<file path="src/rtl/multdiv_ctrl_pkg.sv">
// Shared types and defaults for the multiply/divide sequencer.
// Holds the state encoding, the timing defaults and the op-type constants.
package multdiv_ctrl_pkg;

   typedef enum logic [1:0] {
      IDLE  = 2'd0,
      START = 2'd1,
      WAIT  = 2'd2,
      DONE  = 2'd3
   } state_t;

   localparam int MAX_CYCLES_DEFAULT = 40;
   localparam int MIN_WAIT_DEFAULT   = 2;
   localparam int COUNT_W            = 6;

   localparam logic OP_MUL = 1'b0;
   localparam logic OP_DIV = 1'b1;

endpackage

</file>
<file path="src/rtl/multdiv_wait_counter.sv">
// Saturating WAIT-cycle counter with synchronous clear.
// Flags when the stale-ready window has passed and when the watchdog expires.
module multdiv_wait_counter
   import multdiv_ctrl_pkg::*;
#(
   parameter int MIN_WAIT   = MIN_WAIT_DEFAULT,
   parameter int MAX_CYCLES = MAX_CYCLES_DEFAULT
) (
   input  logic clock,
   input  logic reset,
   input  logic clear,
   input  logic enable,
   output logic ge_min,
   output logic timeout
);

   logic [COUNT_W-1:0] count_reg;

   always_ff @(posedge clock) begin
      if (reset) begin
         count_reg <= '0;
      end else if (clear) begin
         count_reg <= '0;
      end else if (enable && (count_reg != {COUNT_W{1'b1}})) begin
         count_reg <= count_reg + 6'd1;
      end
   end

   assign ge_min  = (count_reg >= 6'(MIN_WAIT));
   assign timeout = (count_reg >= 6'(MAX_CYCLES));

endmodule

</file>
<file path="src/rtl/multdiv_ctrl.sv">
// Sequencer between execute and the shared iterative mult/div unit: latches
// operands, pulses start, waits (with watchdog) and hands the result to writeback.
module multdiv_ctrl
   import multdiv_ctrl_pkg::*;
#(
   parameter int MAX_CYCLES = MAX_CYCLES_DEFAULT,
   parameter int MIN_WAIT   = MIN_WAIT_DEFAULT
) (
   input  logic        clock,
   input  logic        reset,
   input  logic        flush,
   input  logic        issue_valid,
   input  logic        issue_is_div,
   input  logic [31:0] issue_opA,
   input  logic [31:0] issue_opB,
   input  logic [4:0]  issue_rd,
   output logic        issue_ready,
   output logic        stall,
   output logic        busy,
   output logic [31:0] md_operandA,
   output logic [31:0] md_operandB,
   output logic        md_ctrl_MULT,
   output logic        md_ctrl_DIV,
   input  logic [31:0] md_result,
   input  logic        md_exception,
   input  logic        md_resultRDY,
   output logic        wb_valid,
   output logic [4:0]  wb_rd,
   output logic [31:0] wb_data,
   output logic        wb_exception,
   input  logic        wb_ack
);

   state_t      state_reg;
   logic [31:0] op_a_reg;
   logic [31:0] op_b_reg;
   logic [4:0]  rd_reg;
   logic        mult_reg;
   logic        div_reg;
   logic        wb_valid_reg;
   logic [31:0] wb_data_reg;
   logic        wb_exc_reg;

   logic accept;
   logic ge_min;
   logic timeout;

   // A new op may enter from IDLE, or from DONE in the same cycle the old result is acked.
   assign accept = ~reset & ~flush & issue_valid &
                   ((state_reg == IDLE) | ((state_reg == DONE) & wb_ack));

   assign issue_ready  = accept;
   assign stall        = ~reset & issue_valid & ~accept;
   assign busy         = (state_reg != IDLE);
   assign md_operandA  = op_a_reg;
   assign md_operandB  = op_b_reg;
   assign md_ctrl_MULT = mult_reg;
   assign md_ctrl_DIV  = div_reg;
   assign wb_valid     = wb_valid_reg;
   assign wb_rd        = rd_reg;
   assign wb_data      = wb_data_reg;
   assign wb_exception = wb_exc_reg;

   multdiv_wait_counter #(
      .MIN_WAIT   (MIN_WAIT),
      .MAX_CYCLES (MAX_CYCLES)
   ) u_wait_counter (
      .clock   (clock),
      .reset   (reset),
      .clear   (state_reg == START),
      .enable  (state_reg == WAIT),
      .ge_min  (ge_min),
      .timeout (timeout)
   );

   always_ff @(posedge clock) begin
      if (reset) begin
         state_reg    <= IDLE;
         op_a_reg     <= '0;
         op_b_reg     <= '0;
         rd_reg       <= '0;
         mult_reg     <= 1'b0;
         div_reg      <= 1'b0;
         wb_valid_reg <= 1'b0;
         wb_data_reg  <= '0;
         wb_exc_reg   <= 1'b0;
      end else begin
         mult_reg <= 1'b0;
         div_reg  <= 1'b0;
         // The start pulse is registered so it lands exactly in the START cycle.
         if (accept) begin
            op_a_reg <= issue_opA;
            op_b_reg <= issue_opB;
            rd_reg   <= issue_rd;
            mult_reg <= (issue_is_div == OP_MUL);
            div_reg  <= (issue_is_div == OP_DIV);
         end
         if (flush) begin
            state_reg    <= IDLE;
            wb_valid_reg <= 1'b0;
         end else begin
            case (state_reg)
               IDLE: begin
                  if (accept) state_reg <= START;
               end
               START: begin
                  state_reg <= WAIT;
               end
               WAIT: begin
                  // Ready outranks the watchdog when both land together.
                  if (md_resultRDY && ge_min) begin
                     wb_data_reg  <= md_result;
                     wb_exc_reg   <= md_exception;
                     wb_valid_reg <= 1'b1;
                     state_reg    <= DONE;
                  end else if (timeout) begin
                     wb_data_reg  <= '0;
                     wb_exc_reg   <= 1'b1;
                     wb_valid_reg <= 1'b1;
                     state_reg    <= DONE;
                  end
               end
               DONE: begin
                  if (wb_ack) begin
                     wb_valid_reg <= 1'b0;
                     state_reg    <= accept ? START : IDLE;
                  end
               end
               default: state_reg <= IDLE;
            endcase
         end
      end
   end

endmodule

</file>
<file path="config.mk">
export PLATFORM = sky130hd
export DESIGN_NAME = multdiv_ctrl
export DESIGN_NICKNAME = d
export VERILOG_FILES = /design/src/rtl/multdiv_ctrl_pkg.sv /design/src/rtl/multdiv_wait_counter.sv /design/src/rtl/multdiv_ctrl.sv
export SDC_FILE = /design/constraint.sdc
export NUM_CORES = 1
export LEC_CHECK = 0
export BUFFER_PORTS_ARGS = -buffer_cell sky130_fd_sc_hd__buf_4
export CAP_MARGIN = 15
export CORE_ASPECT_RATIO = 1.4
export CORE_MARGIN = 2
export CORE_UTILIZATION = 41
export CTS_CLUSTER_DIAMETER = 50
export DETAILED_ROUTE_END_ITERATION = 12
export GPL_ROUTABILITY_DRIVEN = 0
export GPL_TIMING_DRIVEN = 0
export PLACE_DENSITY = 0.76
export SKIP_CTS_REPAIR_TIMING = 1
export SYNTH_ARGS = -nofsm -noshare
export SYNTH_HDL_FRONTEND = slang
export SYNTH_SLANG_ARGS = --single-unit
</file>
<file path="constraint.sdc">
create_clock -name clock -period 1.72 [get_ports clock]
set_input_delay 0.172 -clock clock [delete_from_list [all_inputs] [get_ports clock]]
set_output_delay 0.172 -clock clock [all_outputs]
set_load 0.01 [all_outputs]
</file>
---- Word level (Yosys, flattened, before mapping) ----
Index checks and enable logic that the tools add are counted.
storage, ports and cells
  bits of input ports ..................... 109
  register bits after elaboration ......... 113
  output and inout bits ................... 108
  logic and storage cells ................. 56
cells by class
  $lt $le $gt $ge ......................... 2
  reductions and logical operators ........ 12
  $add $sub $neg .......................... 1
  mux-type cells .......................... 13
  eq/ne operators ......................... 7
  bitwise gates (word level) .............. 11
operators with widths
  operator               count
  $mux W32               2
  $reduce_and A3 Y1      3
  $mux W2                4
  $pmux W2 S4            1
  $add A6 B1 Y6 const B  1
  $and A1 B1 Y1          6
  $ge A6 B2 Y1 const B   1
  $ge A6 B6 Y1 const B   1
  $ne A6 B6 Y1 const B   1
  $reduce_bool A2 Y1     3
  $reduce_or A2 Y1       3
  $mux W1                5
  $eq A2 B2 Y1 const B   2
  $ne A2 B2 Y1 const B   2
  $not A1 Y1             4
  $ne A3 B3 Y1 const B   1
  $eq A2 B1 Y1 const B   1
  $logic_and A1 B1 Y1    2
  $logic_not A2 Y1       1
  $pmux W1 S2            1
  $or A1 B1 Y1           1

---- Logic depth before layout (Yosys ltp) ----
  depth after elaboration ................. 7
  gate-level depth with buffers ........... 9

---- Cells and area by module ----
From an unflattened synthesis, not the netlist that was laid out.
unflattened totals
  cells, all modules ...................... 524
  area total of the unflattened synthesis .. 4212.8 µm²
modules (own cells, without submodules)
  module                times used  seq. area each (µm²)  area an instance (µm²)  cells an instance
  multdiv_ctrl          1           2142.1                3881.2                  486
  multdiv_wait_counter  1           120.1                 331.6                   38

---- Worst setup path before layout ----
Ideal clock, no wire load.
  path kind ............................... flip-flop to output port
  start ................................... register state_reg[0]
  end ..................................... output stall
  path slack .............................. -0.055 ns
  cell stages (with the launch flop) ...... 9
  data required time ...................... 1.548 ns
  path buffers ............................ 2
  arrival time ............................ 1.603 ns
  cell sequence ........................... dfxtp_1 -> inv_1 -> ha_1 -> a21oi_1 -> or2_1 -> buf_2 -> clkinv_2 -> buf_4 -> nor3b_1
between the ends
  cells in the longest elaborated chain, start to end .. 6
  elaborated cells between the ends (all ways) .. 7
  those cells by class .................... 1 x eq/ne; 5 x bitwise; 1 x reduce/logical
ends and longest elaborated chain
  item                    RTL line             text
  start, declared         multdiv_ctrl.sv:34   state_t state_reg;
  start signal, assigned  multdiv_ctrl.sv:126  state_reg <= accept ? START : IDLE;
  $eq A2 B2 Y1            multdiv_ctrl.sv:50   ((state_reg == IDLE) | ((state_reg == DONE) & wb_ack));
  $and A1 B1 Y1           multdiv_ctrl.sv:50
  $or A1 B1 Y1 *          multdiv_ctrl.sv:50
  $and A1 B1 Y1 *         multdiv_ctrl.sv:49   assign accept = ~reset & ~flush & issue_valid &
  via issue_ready         multdiv_ctrl.sv:17   output logic issue_ready,
  $not A1 Y1 (no line) *  --
  $and A1 B1 Y1 *         multdiv_ctrl.sv:53   assign stall = ~reset & issue_valid & ~accept;
  end, declared           multdiv_ctrl.sv:18   output logic stall,
Mark *: on every way through the listed nets, which the timed path passes. The rest lies on a longest branch.

---- Final worst setup path ----
  start ................................... register state_reg[1]
  end ..................................... output stall
between the ends
  cells in the longest elaborated chain, start to end .. 6
  elaborated cells between the ends (all ways) .. 7
  those cells by class .................... 1 x eq/ne; 5 x bitwise; 1 x reduce/logical
ends and longest elaborated chain
  item                    RTL line
  $eq A2 B2 Y1            multdiv_ctrl.sv:50
  $and A1 B1 Y1           multdiv_ctrl.sv:50
  $or A1 B1 Y1 *          multdiv_ctrl.sv:50
  $and A1 B1 Y1 *         multdiv_ctrl.sv:49
  $not A1 Y1 (no line) *  --
  $and A1 B1 Y1 *         multdiv_ctrl.sv:53
Mark *: on every way between the ends. The rest lies on a longest branch, timed or not.

==> impl_metrics.tcl <==
set metrics [dict create \
    run_status "complete, but fails checks" \
    violations "negative setup slack" \
    antenna_found_initial 0 \
    finalHoldViolations 0 \
    vias 4544 \
    grt_usage 0.2318 \
    htree_levels 4 \
    io_buffers 214 \
    place_hpwl_mm 9.917 \
    setup_viol 8 \
    critPathKind "flip-flop to output pin" \
    startpoint_type "flip-flop" \
    slew-limit-headroom 0.4965 \
    pre_cts_slack_ns -0.4646 \
    synth_flop_cell "dfxtp_1" \
    grt_pass1_wl_mm 20.56 \
    syn_area_per_cell_um2 7.986 \
    antennaDiodeCount 0 \
    overflow 0 \
    finish.instance_area_um2 6868 \
    ys_types 37 \
    synthCells 528 \
    syn_nets 644 \
    seq_area_frac_synth 0.5365 \
    clk_latency_ns 0.40 \
    dp_cells 877 \
    nFillCells 805 \
    hp-start "issue_opA[12]" \
    maxSlewViolCount 0 \
    die-area_um2 11120 \
    viasPerCell 4.955 \
    cts_tree "done" \
    stdcell_count 917 \
    ys_ff_latch 113 \
    min_period_ns 1.982 \
    hold_path_class "primary input to flip-flop" \
    die-width_um 89.71 \
    rsz0062_at_grt "true" \
    nets 885 \
    post-route-drc-count 0 \
    grt_pass1_vias 4273 \
    multiInputGateArea_um2 1817 \
    synth-async-reset-ratio 0 \
    wirelength_mm 13.53 \
    setup_ws_ns -0.2623 \
    tightest_slew_ns 0.7553 \
    dr.pass1.iters 4 \
    coreArea_um2 9953 \
    ioPinCount 217 \
    end_kind "output pin" \
    cts.sinks 113 \
    p_leak_nw 2.935 \
    final_common_cell "buf_4" \
    min_period_over_period 1.152 \
    area_delta_synth_final_pct 62.88 \
    r2r_start "state_reg[1]$_SDFFE_PP0P_" \
    yosys_warnings 0 \
    max_freq_mhz 504.5 \
    drtIter0Drc 178 \
    crit_required_ns 1.55 \
    cts_root_buf "clkbuf_16" \
    synth_area_um2 4217 \
    power.density_nw_per_um2 1000 \
    path_max_fanout 5 \
    drive_above_1_share 0.3772 \
    cts_buffers 17 \
    cap_viol_max_count 0 \
    final_antenna_net_count 0 \
    grt_max_degree 17 \
    clockBufferDepth 2 \
    regArea_um2 2272 \
    cp-startpoint "state_reg[1]$_SDFFE_PP0P_" \
    die_h_um 124.0 \
    wl_per_cell_um 14.76 \
    clock_skew_ns 0.005695 \
    clk_pin_slew_ns 0.05 \
    dpl-instance-area_um2 5998 \
    worst_ep_arrival_time_ns 1.81 \
    layout.cells.most_common_list "buf_4 (233), nand2_1 (174), dfxtp_1 (109)" \
    synth_edf_count 0 \
    rows 43 \
    initial_core_util 0.4236 \
    ir_worst_vdd_mv 0.6685 \
]
per-stage QoR:
stage                     total power [mW]    util  hold WS (ns)  TNS [ns]
after detailed placement             3.288  0.6026        0.3619    -25.28
after CTS                            6.892  0.6646      -0.06109    -29.48
after global routing                 7.102  0.6900      0.007107    -3.577
final                                6.868  0.6900       0.01539   -0.7844
after global placement               3.275  0.6026        0.3632    -17.97
after floorplan                      2.950       -        0.2444         0
layout make-up:
cell class	count	share of cell area
well taps	135	0.02459
multi-input cells	366	0.2645
inverters	9	0.007469
flip-flops and latches	113	0.3308
repair buffers	225	0.2469
plain buffers	37	0.03589
clock inverters	9	0.01876
clock buffers	23	0.07105
layer usage:
layer	GRT usage	share of wire	vias to the layer above
met1	0.2594	0.38	2108
met2	0.4105	0.53	179
met4	0.1115	0.024	0
met5	0	0	-
met3	0.06594	0.065	23
li1	-	-	2234
power breakdown:
group	internal [mW]	switching [mW]
Sequential	2.67	0.0306
Clock	2.43	1.17
Combinational	0.309	0.256
Total	5.41	1.46
synthesized netlist by cell type, drive strengths merged, types with 3 or more instances:
master / instances / area share
a21oi: 105 / 0.12
buf: 17 / 0.020
clkbuf: 23 / 0.020
dfxtp: 113 / 0.54
ha: 7 / 0.021
inv: 8 / 0.0071
nand2: 174 / 0.15
nand3: 33 / 0.039
nor2: 10 / 0.0089
o211ai: 4 / 0.0071
o21ai: 3 / 0.0036
or2: 3 / 0.0045
cells by family (layout without fill, tap and decap cells):
kind of cell / after synthesis / in the layout / share of synthesized area
AND/OR/NAND/NOR: 233 / 233 / 0.2279
AO/OA/AOI/OAI: 121 / 121 / 0.1555
flip-flops: 113 / 113 / 0.5365
buffers and inverters: 49 / 303 / 0.04866
adder cells (fa/ha/maj): 7 / 7 / 0.02077
XOR/XNOR: 4 / 4 / 0.008310
multiplexers: 1 / 1 / 0.002374
final timing paths:
kind | end | slack (ns) | cells past startpoint
max | stall | -0.26 | 9
min | md_operandA[12]$_SDFFE_PP0N_ | 0.02 | 3
max reg2reg | md_operandA[22]$_SDFFE_PP0N_ | -0.07 | 12
min reg2reg | wb_data[29]$_SDFFE_PP0P_ | 0.45 | 2
worst max-delay path, stage by stage (launching register included):
cell,delay [ns]
dfxtp_4,0.40
inv_4,0.06
ha_4,0.16
a21oi_2,0.08
or2_1,0.12
buf_6,0.13
clkinv_8,0.05
buf_8,0.11
nor3b_2,0.15
buf_4,0.14
Power figures use the tool's default switching activity.
